<file path="src/rtl/cvxif_tracker_pkg.sv">
`default_nettype none
// +----------------------------------------------------------------------+
// | cvxif_tracker_pkg                                                    |
// | Shared types and default configuration for the CV-X-IF offload       |
// | tracker.                                                             |
// | Revision: 1.0                                                        |
// +----------------------------------------------------------------------+
package cvxif_tracker_pkg;

  localparam int unsigned CVXIF_XLEN          = 64;
  localparam int unsigned CVXIF_NR_ENTRIES    = 4;
  localparam int unsigned CVXIF_TRANS_ID_BITS = 3;
  localparam int unsigned CVXIF_ID_BITS       = $clog2(CVXIF_NR_ENTRIES);

  typedef enum logic [1:0] {
    FREE    = 2'd0,
    PENDING = 2'd1,
    SENT    = 2'd2
  } entry_state_e;

  typedef struct packed {
    entry_state_e                   state;
    logic                           killed;
    logic [CVXIF_TRANS_ID_BITS-1:0] trans_id;
  } entry_t;

  typedef struct packed {
    logic [CVXIF_ID_BITS-1:0] id;
    logic [31:0]              instr;
    logic [CVXIF_XLEN-1:0]    rs1;
    logic [CVXIF_XLEN-1:0]    rs2;
  } req_t;

endpackage
`default_nettype wire

</file>
<file path="src/rtl/cvxif_free_finder.sv">
`default_nettype none
// +----------------------------------------------------------------------+
// | cvxif_free_finder                                                    |
// | Combinational lowest-index FREE slot finder.                         |
// | Revision: 1.0                                                        |
// +----------------------------------------------------------------------+
module cvxif_free_finder #(
  parameter  int unsigned NR_ENTRIES = 4,
  localparam int unsigned ID_BITS    = $clog2(NR_ENTRIES)
) (
  input  logic [NR_ENTRIES-1:0] i_free,
  output logic [ID_BITS-1:0]    o_idx,
  output logic                  o_found
);

  // Scanning downward lets the lowest set bit win.
  always_comb begin
    o_idx   = '0;
    o_found = 1'b0;
    for (int i = NR_ENTRIES - 1; i >= 0; i--) begin
      if (i_free[i]) begin
        o_idx   = ID_BITS'(i);
        o_found = 1'b1;
      end
    end
  end

endmodule
`default_nettype wire

</file>
<file path="src/rtl/cvxif_offload_tracker.sv">
`default_nettype none
// +----------------------------------------------------------------------+
// | cvxif_offload_tracker                                                |
// | Tracks instructions offloaded to a CV-X-IF coprocessor and writes    |
// | their results back to the scoreboard.                               |
// | Revision: 1.0                                                        |
// +----------------------------------------------------------------------+
module cvxif_offload_tracker
  import cvxif_tracker_pkg::*;
#(
  parameter  int unsigned XLEN          = CVXIF_XLEN,
  parameter  int unsigned NR_ENTRIES    = CVXIF_NR_ENTRIES,
  parameter  int unsigned TRANS_ID_BITS = CVXIF_TRANS_ID_BITS,
  parameter  bit          CVXIF_EN      = 1'b1,
  localparam int unsigned ID_BITS       = $clog2(NR_ENTRIES)
) (
  input  logic                     clk_i,
  input  logic                     rst_ni,
  input  logic                     flush_i,
  input  logic                     issue_valid_i,
  output logic                     issue_ready_o,
  input  logic [TRANS_ID_BITS-1:0] issue_trans_id_i,
  input  logic [31:0]              issue_instr_i,
  input  logic [XLEN-1:0]          issue_rs1_i,
  input  logic [XLEN-1:0]          issue_rs2_i,
  output logic                     cop_req_valid_o,
  input  logic                     cop_req_ready_i,
  output logic [ID_BITS-1:0]       cop_req_id_o,
  output logic [31:0]              cop_req_instr_o,
  output logic [XLEN-1:0]          cop_req_rs1_o,
  output logic [XLEN-1:0]          cop_req_rs2_o,
  input  logic                     cop_res_valid_i,
  output logic                     cop_res_ready_o,
  input  logic [ID_BITS-1:0]       cop_res_id_i,
  input  logic [XLEN-1:0]          cop_res_data_i,
  input  logic                     cop_res_exc_i,
  output logic                     wb_valid_o,
  output logic [TRANS_ID_BITS-1:0] wb_trans_id_o,
  output logic [XLEN-1:0]          wb_data_o,
  output logic                     wb_exc_o,
  output logic                     busy_o,
  output logic                     proto_err_o
);

  assign cop_res_ready_o = 1'b1;

  generate
    if (CVXIF_EN) begin : g_cvxif_on
      entry_t                   r_entries [NR_ENTRIES];
      req_t                     r_req;
      logic                     r_req_valid;
      logic                     r_wb_valid;
      logic [TRANS_ID_BITS-1:0] r_wb_trans_id;
      logic [XLEN-1:0]          r_wb_data;
      logic                     r_wb_exc;
      logic                     r_proto_err;

      logic [NR_ENTRIES-1:0]    w_free;
      logic [ID_BITS-1:0]       w_alloc_idx;
      logic                     w_found;
      logic                     w_issue_fire;
      logic                     w_req_fire;
      entry_t                   w_res_entry;
      logic                     w_res_accept;
      logic                     w_res_wb;

      for (genvar gi = 0; gi < NR_ENTRIES; gi++) begin : g_free_vec
        assign w_free[gi] = (r_entries[gi].state == FREE);
      end

      cvxif_free_finder #(
        .NR_ENTRIES(NR_ENTRIES)
      ) u_free_finder (
        .i_free (w_free),
        .o_idx  (w_alloc_idx),
        .o_found(w_found)
      );

      assign issue_ready_o = !flush_i && w_found && (!r_req_valid || cop_req_ready_i);
      assign w_issue_fire  = issue_valid_i && issue_ready_o;
      assign w_req_fire    = r_req_valid && cop_req_ready_i;

      // A result may race its own request handshake; that entry is still PENDING.
      assign w_res_entry  = r_entries[cop_res_id_i];
      assign w_res_accept = cop_res_valid_i &&
                            ((w_res_entry.state == SENT) ||
                             ((w_res_entry.state == PENDING) && w_req_fire &&
                              (r_req.id == cop_res_id_i)));
      assign w_res_wb     = w_res_accept && !w_res_entry.killed && !flush_i;

      always_ff @(posedge clk_i or negedge rst_ni) begin
        if (!rst_ni) begin
          for (int i = 0; i < NR_ENTRIES; i++) begin
            r_entries[i] <= '{state: FREE, killed: 1'b0, trans_id: '0};
          end
        end else begin
          for (int i = 0; i < NR_ENTRIES; i++) begin
            if (w_issue_fire && (w_alloc_idx == ID_BITS'(i))) begin
              r_entries[i] <= '{state: PENDING, killed: 1'b0, trans_id: issue_trans_id_i};
            end else begin
              if (w_res_accept && (cop_res_id_i == ID_BITS'(i))) begin
                r_entries[i].state <= FREE;
              end else if (w_req_fire && (r_req.id == ID_BITS'(i))) begin
                r_entries[i].state <= SENT;
              end
              if (flush_i && (r_entries[i].state != FREE)) begin
                r_entries[i].killed <= 1'b1;
              end
            end
          end
        end
      end

      always_ff @(posedge clk_i or negedge rst_ni) begin
        if (!rst_ni) begin
          r_req       <= '0;
          r_req_valid <= 1'b0;
        end else if (w_issue_fire) begin
          r_req       <= '{id: w_alloc_idx, instr: issue_instr_i,
                           rs1: issue_rs1_i, rs2: issue_rs2_i};
          r_req_valid <= 1'b1;
        end else if (w_req_fire) begin
          r_req_valid <= 1'b0;
        end
      end

      always_ff @(posedge clk_i or negedge rst_ni) begin
        if (!rst_ni) begin
          r_wb_valid    <= 1'b0;
          r_wb_trans_id <= '0;
          r_wb_data     <= '0;
          r_wb_exc      <= 1'b0;
          r_proto_err   <= 1'b0;
        end else begin
          r_wb_valid <= w_res_wb;
          if (w_res_wb) begin
            r_wb_trans_id <= w_res_entry.trans_id;
            r_wb_data     <= cop_res_data_i;
            r_wb_exc      <= cop_res_exc_i;
          end
          if (cop_res_valid_i && !w_res_accept) begin
            r_proto_err <= 1'b1;
          end
        end
      end

      assign cop_req_valid_o = r_req_valid;
      assign cop_req_id_o    = r_req.id;
      assign cop_req_instr_o = r_req.instr;
      assign cop_req_rs1_o   = r_req.rs1;
      assign cop_req_rs2_o   = r_req.rs2;
      assign wb_valid_o      = r_wb_valid;
      assign wb_trans_id_o   = r_wb_trans_id;
      assign wb_data_o       = r_wb_data;
      assign wb_exc_o        = r_wb_exc;
      assign busy_o          = ~&w_free;
      assign proto_err_o     = r_proto_err;
    end else begin : g_cvxif_off
      logic                     r_wb_valid;
      logic [TRANS_ID_BITS-1:0] r_wb_trans_id;
      logic                     w_unused;

      assign issue_ready_o = !flush_i;

      always_ff @(posedge clk_i or negedge rst_ni) begin
        if (!rst_ni) begin
          r_wb_valid    <= 1'b0;
          r_wb_trans_id <= '0;
        end else begin
          r_wb_valid <= issue_valid_i && issue_ready_o;
          if (issue_valid_i && issue_ready_o) begin
            r_wb_trans_id <= issue_trans_id_i;
          end
        end
      end

      assign w_unused = ^{cop_req_ready_i, cop_res_valid_i, cop_res_id_i, cop_res_data_i,
                          cop_res_exc_i, issue_instr_i, issue_rs1_i, issue_rs2_i};

      assign cop_req_valid_o = 1'b0;
      assign cop_req_id_o    = '0;
      assign cop_req_instr_o = '0;
      assign cop_req_rs1_o   = '0;
      assign cop_req_rs2_o   = '0;
      assign wb_valid_o      = r_wb_valid;
      assign wb_trans_id_o   = r_wb_trans_id;
      assign wb_data_o       = '0;
      assign wb_exc_o        = r_wb_valid;
      assign busy_o          = 1'b0;
      assign proto_err_o     = 1'b0;
    end
  endgenerate

endmodule
`default_nettype wire
</file>
<file path="config.mk">
export PLATFORM = sky130hd
export DESIGN_NAME = cvxif_offload_tracker
export DESIGN_NICKNAME = d
export VERILOG_FILES = /design/src/rtl/cvxif_tracker_pkg.sv /design/src/rtl/cvxif_free_finder.sv /design/src/rtl/cvxif_offload_tracker.sv
export SDC_FILE = /design/constraint.sdc
export NUM_CORES = 1
export LEC_CHECK = 0
export ABC_AREA = 0
export BUFFER_PORTS_ARGS = -buffer_cell sky130_fd_sc_hd__buf_4
export CORE_AREA = 5 5 179 181
export CTS_CLUSTER_DIAMETER = 30
export CTS_CLUSTER_SIZE = 40
export DETAILED_ROUTE_END_ITERATION = 10
export DIE_AREA = 0 0 184 186
export GPL_ROUTABILITY_DRIVEN = 0
export PLACE_DENSITY = 0.59
export SLEW_MARGIN = 10
export SYNTH_ARGS = -nofsm -noshare
export SYNTH_HDL_FRONTEND = slang
export SYNTH_SLANG_ARGS = --single-unit
</file>
<file path="constraint.sdc">
create_clock -name clk_i -period 6.5 [get_ports clk_i]
set_clock_uncertainty 0.05 [all_clocks]
set_input_delay 0.65 -clock clk_i [delete_from_list [all_inputs] [get_ports clk_i]]
set_output_delay 0.65 -clock clk_i [all_outputs]
set_load 0.02 [all_outputs]
</file>
# After elaboration in Yosys (flattened, before gate mapping)

Cells that the tools add are included.

Reductions and logical operators: 54
$lt $le $gt $ge: 1
Equality and inequality tests: 12
Muxes and demuxes: 29
Bitwise operators: 1

Operators with widths:

| cell                 | number |
|---|---|
| $logic_and A1 B1 Y1  | 26 |
| $mux W2              | 12 |
| $reduce_bool A2 Y1   | 9 |
| $eq A2 B2 Y1 const B | 7 |
| $logic_not A2 Y1     | 7 |
| $bmux W6 S2          | 1 |
| $mux W3              | 4 |
| $mux W6              | 2 |
| $reduce_bool A3 Y1   | 4 |
| $mux W1              | 10 |
| $eq A2 B1 Y1 const B | 4 |
| $logic_not A1 Y1     | 5 |
| $reduce_and A4 Y1    | 1 |
| $ge A3 B3 Y1 const B | 1 |
| $not A2 Y3           | 1 |
| $eq A2 B2 Y1         | 1 |
| $logic_or A1 B1 Y1   | 2 |

Register bits after elaboration: 257
Output and inout bits: 236
Logic and storage cells: 119

# Depth between registers and ports, before layout

Gate-level depths: netlist of run 1.

Depth in word-level cells: 12
Gate-level depth with buffers: 7

# Modules after synthesis

From an unflattened synthesis of run 1, not the netlist that was laid out.

Cell total of the unflattened synthesis: 952
Area, all modules: 9960.8 um^2

Modules (own cells, without submodules):

| module                | cells an instance | area an instance (um^2) | times used | sequential area each (um^2) |
|---|---|---|---|---|
| cvxif_offload_tracker | 945               | 9925.8                  | 1          | 6431.2 |
| cvxif_free_finder     | 7                 | 35.0                    | 1          | 0.0 |

# Worst setup path after synthesis of run 1

No wires, ideal clock.

Path kind: input -> register
Start point: in cop_res_id_i[1]
End point: reg g_cvxif_on.r_wb_data[56] (netlist: wb_data_o[56])
Setup slack: 3902 ps
Library setup time: 125 ps
Arrival: 2423 ps
Stages: 7
Cell sequence: buf_2 -> mux4_2 -> nor2b_2 -> a31oi_4 -> buf_6 -> buf_6 -> mux2_4

Longest elaborated chain between the ends: 11
Elaborated cells on any way between the ends: 14
Those cells by class: 3 x eq/ne; 3 x mux; 1 x bitwise; 7 x reduce/logical

Ends and longest elaborated chain:

| element                                     | line                         | RTL |
|---|---|---|
| start: declaration                          | cvxif_offload_tracker.sv:34  | `input logic [ID_BITS-1:0] cop_res_id_i,` |
| $not A2 Y3 (implied by the code)            | cvxif_offload_tracker.sv:84  | `assign w_res_entry = r_entries[cop_res_id_i];` |
| $bmux W6 S2                                 | cvxif_offload_tracker.sv:84  |  |
| $mux W6 (implied by the code) (2 in series) | cvxif_offload_tracker.sv:84  |  |
| $eq A2 B1 Y1                                | cvxif_offload_tracker.sv:87  | `((w_res_entry.state == PENDING) && w_req_fire &&` |
| $logic_and A1 B1 Y1 (2 in series)           | cvxif_offload_tracker.sv:87  |  |
| $logic_or A1 B1 Y1                          | cvxif_offload_tracker.sv:86  | `((w_res_entry.state == SENT) \|\|` |
| $logic_and A1 B1 Y1                         | cvxif_offload_tracker.sv:85  | `assign w_res_accept = cop_res_valid_i &&` |
| $logic_and A1 B1 Y1 * (2 in series)         | cvxif_offload_tracker.sv:89  | `assign w_res_wb = w_res_accept && !w_res_entry.killed && !flush_i;` |
| end signal: assignment                      | cvxif_offload_tracker.sv:138 | `r_wb_data <= cop_res_data_i;` |
| end: declaration                            | cvxif_offload_tracker.sv:54  | `logic [XLEN-1:0] r_wb_data;` |

Every way passes the cells marked *; elsewhere a longest branch is shown, timed or not. The select of a mux whose other input is x is not followed.
A chain may end at the register's enable or synchronous reset.

# Worst setup path after layout of run 1

Start point: reg g_cvxif_on.r_entries[22] in the netlist's numbering
End point: reg g_cvxif_on.r_wb_data[6] (netlist: wb_data_o[6])

Longest elaborated chain between the ends: 10
Elaborated cells on any way between the ends: 11
Those cells by class: 2 x eq/ne; 3 x mux; 6 x reduce/logical

Ends and longest elaborated chain:

| element                                       | line                        | RTL |
|---|---|---|
| start: declaration                            | cvxif_offload_tracker.sv:49 | `entry_t r_entries [NR_ENTRIES];` |
| start signal: indexed assignment              | cvxif_offload_tracker.sv:94 | `r_entries[i] <= '{state: FREE, killed: 1'b0, trans_id: '0};` |
| start signal: indexed assignment              | cvxif_offload_tracker.sv:99 | `r_entries[i] <= '{state: PENDING, killed: 1'b0, trans_id: issue_trans_id_i};` |
| $bmux W6 S2 *                                 | cvxif_offload_tracker.sv:84 |  |
| $mux W6 (implied by the code) * (2 in series) | cvxif_offload_tracker.sv:84 |  |
| $eq A2 B1 Y1                                  | cvxif_offload_tracker.sv:87 |  |
| $logic_and A1 B1 Y1 (2 in series)             | cvxif_offload_tracker.sv:87 |  |
| $logic_or A1 B1 Y1 *                          | cvxif_offload_tracker.sv:86 |  |
| $logic_and A1 B1 Y1 *                         | cvxif_offload_tracker.sv:85 |  |
| $logic_and A1 B1 Y1 * (2 in series)           | cvxif_offload_tracker.sv:89 |  |

Marks and branches as above.

==> results of run 1 <==
## power groups by stage
stage | sequential, W | clock (W) | combinational, W
global route | 0.00285 | 0.00322 | 0.00345
floorplan | 0.00353 | 0 | 0.000940
finish | 0.00275 | 0.00305 | 0.00323
global placement | 0.00274 | 0 | 0.00326
CTS | 0.00275 | 0.00312 | 0.00329
detailed placement | 0.00276 | 0 | 0.00329
## metrics by stage
step	cell area, sq um	total power, W
2_1_floorplan	9920	0.00447
3_3_place_gp	13900	0.00600
3_5_place_dp	13900	0.00604
4_1_cts	15900	0.00917
5_1_grt	15900	0.00951
6_report	15900	0.00903
## layer usage
metal	global-route usage, %	share of wire (%)	vias to the layer above
li1	-	-	3188
met1	18.2	35	3401
met2	28.7	50	350
met3	8.40	13	59
met4	5.24	2.4	2
met5	0	0.044	-
## registers in the layout, summed over array words and instances, names as in the netlist
signal and flops:
g_cvxif_on.r_entries 24, cop_req_rs2_o 64, cop_req_instr_o 32, cop_req_valid_o 1, proto_err_o 1, wb_trans_id_o 3
wb_data_o 64, cop_req_rs1_o 64, wb_valid_o 1, wb_exc_o 1, cop_req_id_o 2
## final timing paths
path	end	cells after the start
min in group clk_i	cop_req_rs2_o[62]	2
setup reg to reg	wb_data_o[6]	5
hold / removal	wb_data_o[47]	1
max in group asynchronous	wb_data_o[9]	2
hold reg to reg	proto_err_o	1
setup / recovery	wb_data_o[6]	5
## layout by cell type, fill, tap and decap left out, types with 3 or more instances in the layout
cell	count
buf_4	475
o22ai_1	4
clkbuf_1	14
mux4_2	6
o311a_1	3
clkbuf_16	60
bufinv_16	11
nand2b_1	6
clkinvlp_4	5
nor2_1	11
inv_1	6
clkinv_2	8
o21ai_0	4
a21oi_1	6
dfrtp_1	257
mux2_2	231
nand4_1	4
mux2_4	9
nand2_1	7
clkbuf_8	7
## layout make-up
cell class / count / area (sq um)
Fill cell: 2644 / 14300
Sequential cell: 257 / 6430
Timing Repair Buffer: 477 / 3600
Multi-Input combinational cell: 314 / 3310
Clock buffer: 81 / 1650
Tap cell: 396 / 495
Clock inverter: 26 / 433
Inverter: 6 / 22.5
## cell families after synthesis
group,synth area share [%]
AOI/OAI and AO/OA,1.87
xor gates and xnor gates,0.177
buffers and inverters,1.94
DFF,64.8
muxes,28.9
other,0.0378
and+or+nand+nor,2.19
==> impl_results.rst, run 1 <==
.. list-table::
   :header-rows: 1

   * - Metric
     - Value
   * - Port-buffer cells
     - 470
   * - Maximum number of pins on one net before global-route repair
     - 120
   * - First-iteration detailed-routing DRC count
     - 177
   * - Cell chain of the critical path
     - mux4_2 > nor2b_2 > a31oi_4 > buf_4 > mux2_2
   * - Synthesized netlist cell count
     - 606
   * - Congestion Overflow GR
     - 0
   * - Vertical extent of the die
     - 186 microns
   * - Number of antenna violations at the first check in global routing
     - 1
   * - CTS-repair resized insts
     - 0
   * - Vias in the first global route
     - 7857
   * - Fraction of registers with async set/reset
     - 100%
   * - Internal reg-to-reg setup slack
     - 3830 ps
   * - Net switching power figure
     - 0.00292 W
   * - Share of power burned in combinational logic
     - 35.8%
   * - Clock slew at reported path FFs
     - 40 ps
   * - Fin util
     - 52.7%
   * - Number of antenna diodes
     - 0
   * - Number of design rule violations left after detail routing
     - 0
   * - Final WS setup
     - 3830 ps
   * - All-layer global routing usage
     - 16.8%
   * - I/O pin total
     - 472
   * - Hold slack final
     - 157 ps
   * - Area overhead of the layout relative to synthesis
     - 60.7%
   * - Number of buffers and inverters on the critical path
     - 1
   * - Part of the power in registers
     - 30.5%
   * - Max transition margin
     - 37.6%
   * - Final #Nets
     - 1351
   * - Share of cells above drive strength 1
     - 70.8%
   * - Predominant post-synthesis flop cell
     - dfrtp_1
   * - Highest ir drop seen on vdd
     - 0.351 mV
   * - Total number of H-tree levels
     - 2
   * - Largest stage delay, worst path
     - 740 ps
   * - Per-cell via count in the routed design
     - 4.50
   * - Core Region
     - 30300 sq um
   * - Non-Filler Instances
     - 1557
   * - Class of the tightest hold or removal check
     - in2async
   * - Achievable Freq
     - 0.374 GHz
   * - Top-count cell post-synth
     - dfrtp_1
   * - Worst Tran Pin Value
     - 936 ps
   * - CP max-delay cell
     - buf_4
   * - Cell leakage power
     - 7.85 nW
   * - Number of unique standard cell types used by synthesis
     - 36
   * - Total standard cell area after synthesis
     - 9920 sq um
   * - Instance count after placement with tap cells included
     - 1450
   * - Max-cap viol count
     - 0
   * - Critical Path Source Type
     - flip-flop
   * - Top cells by area in the synthesized netlist
     - dfrtp_1 (65%), mux2_2 (26%), mux2_4 (1.4%)
   * - Internal Pwr Total
     - 0.00611 W
   * - Setup Total Neg Slack
     - 0 ps
   * - Required time worst endpoint
     - 6880 ps
   * - Setup-violating endpoint count in the final report
     - 0
   * - Number of detailed-route iterations in the first pass
     - 4
   * - CTS tree
     - built
   * - Via Count
     - 7000
   * - Number of setup buffers added after CTS
     - 0
   * - Count of antenna-violating nets left after detailed routing
     - 0
   * - Yosys top cell area share
     - 64.8%
   * - Worst setup timing slack at the placement stage
     - 3370 ps
   * - Flop and latch count out of synthesis
     - 257
   * - Gate family responsible for the most delay along the worst path
     - multiplexers
   * - Synthesis Warnings
     - 0
   * - Net count of the mapped netlist
     - 842
   * - Full die area
     - 34200 sq um
   * - Number of rows in the core area
     - 64
   * - RSZ-0062 raised after global routing
     - no
   * - Final Hold Violating Endpoints
     - 0
   * - Top cells by count, synth
     - dfrtp_1 (257), mux2_2 (231), buf_2 (19)
   * - Floorplan die width
     - 184 microns
   * - Final max-slew violation count
     - 0
   * - Largest area contributor in the netlist
     - dfrtp_1
   * - Startpoint of the worst-slack reg-to-reg timing path
     - g_cvxif_on.r_entries[22]
   * - Share of synthesized area occupied by flip-flops and latches
     - 64.8%
   * - Share of the cycle needed by the critical path after routing
     - 41.1%
   * - Result of the run
     - complete, no violations
   * - Inserted Clock Buffers
     - 59
   * - Clock root buffer
     - clkbuf_16
   * - Pwr Density
     - 567 nW/um^2
   * - Clock insertion delay at the later pin of the skew report
     - 540 ps
   * - Clock group share of total power
     - 33.7%
   * - Final period demand of the worst path
     - 2670 ps
   * - Number of clock sinks
     - 257
   * - Hold bufs inserted after CTS
     - 0
   * - Switching share of total power
     - 32.3%
   * - Crit path arrival time
     - 3050 ps
   * - Maximum fanout count along the critical path
     - 69
   * - Endpoint class of the critical path
     - flip-flop
   * - Clock Path Buffers
     - 3
   * - Final wirelength
     - 29700 microns
   * - Worst Path Class, Setup
     - reg2reg
   * - Critical Path Start
     - g_cvxif_on.r_entries[22]
   * - Routed len/inst
     - 19.1 microns
   * - Initial core utilization
     - 32.8%
   * - Post-detail-place hpwl
     - 22200 microns
   * - Mean cell area of the mapped netlist
     - 16.4 sq um
   * - First-pass GRT wire length
     - 45100 microns
   * - Count of flip-flops with a built-in enable after synthesis
     - 0
Power figures use the tool's default switching activity.
==> run 2: changes to the inputs <==
--- a/config.mk
+++ b/config.mk
@@ -13,7 +13,7 @@
 export DETAILED_ROUTE_END_ITERATION = 10
 export DIE_AREA = 0 0 184 186
 export GPL_ROUTABILITY_DRIVEN = 0
-export PLACE_DENSITY = 0.59
+export PLACE_DENSITY = 0.61
 export SLEW_MARGIN = 10
 export SYNTH_ARGS = -nofsm -noshare
 export SYNTH_HDL_FRONTEND = slang
==> constraint.sdc (replaced) <==
create_clock -name clk_i -period 2.25 [get_ports clk_i]
set_clock_uncertainty 0.05 [all_clocks]
set_input_delay 0.225 -clock clk_i [delete_from_list [all_inputs] [get_ports clk_i]]
set_output_delay 0.225 -clock clk_i [all_outputs]
set_load 0.02 [all_outputs]
==> run 2 against run 1 <==
Hold slack improved by 3.3 ps. Non-clock buffer count increased by 255. Sequential share of layout area decreased by 5.5 points. Via count increased by 15%. Worst setup slack got worse by 3800 ps. Combinational power increased to 3.1 times the previous value. Fmax increased by 22%. Critical path depth unchanged. Largest cell class unchanged.
==> impl_results.rst, run 2 (synthesis gave the netlist of run 1 again) <==
.. list-table::
   :header-rows: 1

   * - Metric
     - Value
   * - Share of power burned in combinational logic
     - 38.1%
   * - Met1 routing resource usage after global routing
     - 21.7%
   * - Post-layout power
     - 0.0264 W
   * - Number of design rule violations left after detail routing
     - 0
   * - Initial core utilization
     - 32.8%
   * - Net switching power figure
     - 0.00878 W
   * - Vertical extent of the die
     - 186 microns
   * - Most common library cell in the layout ignoring fill and taps
     - buf_4
   * - Internal Pwr Total
     - 0.0176 W
   * - Part of the power in registers
     - 30.2%
   * - Critical Path Start
     - g_cvxif_on.r_entries[4]
   * - Origin of the worst min-delay path
     - issue_valid_i
   * - Final WS setup
     - 53.6 ps
   * - Clock root buffer
     - clkbuf_16
   * - Switching share of total power
     - 33.3%
   * - First-pass GRT wire length
     - 51700 microns
   * - First-iteration detailed-routing DRC count
     - 215
   * - Result of the run
     - complete, no violations
   * - I/O pin total
     - 472
   * - Clock group share of total power
     - 31.7%
   * - Worst Tran Pin Value
     - 513 ps
   * - Routed len/inst
     - 18.6 microns
   * - Critical Path Source Type
     - flip-flop
   * - Core Region
     - 30300 sq um
   * - RSZ-0062 raised after global routing
     - yes
   * - Full die area
     - 34200 sq um
   * - Met2 track demand over resource
     - 33.3%
   * - Highest ir drop seen on vdd
     - 1.16 mV
   * - Inserted Clock Buffers
     - 56
   * - Total area of sequential cells
     - 6430 sq um
   * - Max-cap viol count
     - 0
   * - Highest-count cells in the layout ignoring fill and taps
     - buf_4 (487), dfrtp_1 (257), dlygate4sd3_1 (233)
   * - Pwr Density
     - 1430 nW/um^2
   * - Busiest metal layer after global routing
     - met2
   * - CTS tree
     - built
   * - CP max-delay cell
     - mux4_2
   * - Clock Path Buffers
     - 3
   * - Final wirelength
     - 33600 microns
   * - Setup-violating endpoint count in the final report
     - 0
   * - Max transition margin
     - 65.5%
   * - Met3 capacity usage during global routing
     - 7.58%
   * - Count of antenna-violating nets left after detailed routing
     - 0
   * - Clock slew at reported path FFs
     - 50 ps
   * - Number of antenna diodes
     - 0
   * - Instance count after placement with tap cells included
     - 1470
   * - Startpoint of the worst-slack reg-to-reg timing path
     - g_cvxif_on.r_entries[4]
   * - Number of detailed-route iterations in the first pass
     - 4
   * - Number of buffers and inverters on the critical path
     - 1
   * - Congestion Overflow GR
     - 0
   * - Via Count
     - 8074
   * - Maximum number of pins on one net before global-route repair
     - 63
   * - Final period demand of the worst path
     - 2200 ps
   * - Post-detail-place hpwl
     - 22300 microns
   * - Vias in the first global route
     - 9244
   * - Number of rows in the core area
     - 64
   * - Non-Filler Instances
     - 1807
   * - Worst setup timing slack at the placement stage
     - 83.7 ps
   * - Crit path arrival time
     - 2560 ps
   * - Maximum fanout count along the critical path
     - 26
   * - Area overhead of the layout relative to synthesis
     - 85.9%
   * - Per-cell via count in the routed design
     - 4.47
   * - Filler instances
     - 2255
   * - All-layer global routing usage
     - 19.0%
   * - Share of cells above drive strength 1
     - 60.0%
   * - Total number of H-tree levels
     - 2
   * - Required time worst endpoint
     - 2610 ps
   * - Largest stage delay, worst path
     - 500 ps
   * - Number of antenna violations at the first check in global routing
     - 1
   * - Gate family responsible for the most delay along the worst path
     - multiplexers
   * - Floorplan die width
     - 184 microns
   * - Class of the tightest hold or removal check
     - in2reg
   * - Final max-slew violation count
     - 0
   * - Cell chain of the critical path
     - mux4_2 > nor2b_2 > a31oi_4 > buf_12 > mux2_2
   * - Worst Path Class, Setup
     - reg2reg
   * - Endpoint class of the critical path
     - flip-flop
   * - Share of the cycle needed by the critical path after routing
     - 97.6%
   * - Achievable Freq
     - 0.455 GHz
   * - Cell leakage power
     - 8.93 nW
   * - Setup Total Neg Slack
     - 0 ps
   * - Area used by multi-input combinational logic
     - 3310 sq um
   * - Final #Nets
     - 1603
   * - Clock insertion delay at the later pin of the skew report
     - 540 ps
   * - Port-buffer cells
     - 470
   * - Number of clock sinks
     - 257
   * - Final Hold Violating Endpoints
     - 0
## run 2: changes by cell type in the layout (fill, tap and decap cells not counted), moves of 2 or more
cell           delta
buf_12           +10
buf_4            +12
bufinv_16         -3
clkbuf_1          -8
clkbuf_16         -3
clkbuf_8          +2
clkinv_2          +2
clkinvlp_4        +3
dlygate4sd3_1   +233
inv_6             +3
## run 2: final timing paths
path,endpoint,depth (start not counted),slack [ps]
hold / removal,g_cvxif_on.r_entries[22],3,160
max in group asynchronous,cop_req_instr_o[2],3,1160
hold reg to reg,proto_err_o,1,410
setup / recovery,wb_data_o[41],5,50
min in group asynchronous,cop_req_rs1_o[46],2,170
setup reg to reg,wb_data_o[41],5,50
## run 2: repair_timing
action / CTS / global route
endpoints found under the setup margin: 0 / 31
hold buffers: 233 / 0
hold endpoints to repair: 331 / 0
resized for setup: 0 / 1
setup buffers: 0 / 2
## run 2: worst min-delay path, stage by stage
cell and delay [ps]:
buf_4 120, nand4_1 230, o21ai_0 140
## run 2: layer usage
| layer | wire length, microns | vias up |
|---|---|---|
| li1 | - | 3698 |
| met1 | 12500 | 3963 |
| met2 | 17000 | 365 |
| met3 | 3420 | 46 |
| met4 | 680 | 2 |
| met5 | 13 | - |
## run 2: cell type report
cell class                      count  share of cell area [%]
Clock buffer                       72                    8.53
Tap cell                          396                    2.69
Inverter                            6                   0.122
Multi-Input combinational cell    314                    18.0
Clock inverter                     30                    2.09
Timing Repair Buffer              732                    33.7
Sequential cell                   257                    34.9
## run 2: metrics by stage
step	cell area [sq um]	hold slack [ps]	utilization, %
after floorplan	9920	-121	-
after global placement	14100	168	46.7
after detailed placement	14100	163	46.7
after CTS	18400	125	60.9
after global routing	18400	148	60.9
final	18400	160	60.9
## run 2: power groups by stage
stage                     combinational (W)  clock [W]  sequential [W]
final                                0.0100    0.00836         0.00797
after global routing                 0.0107    0.00881         0.00824
after CTS                            0.0101    0.00852         0.00792
after detailed placement            0.00972          0         0.00793
after global placement              0.00962          0         0.00786
after floorplan                     0.00271          0          0.0102
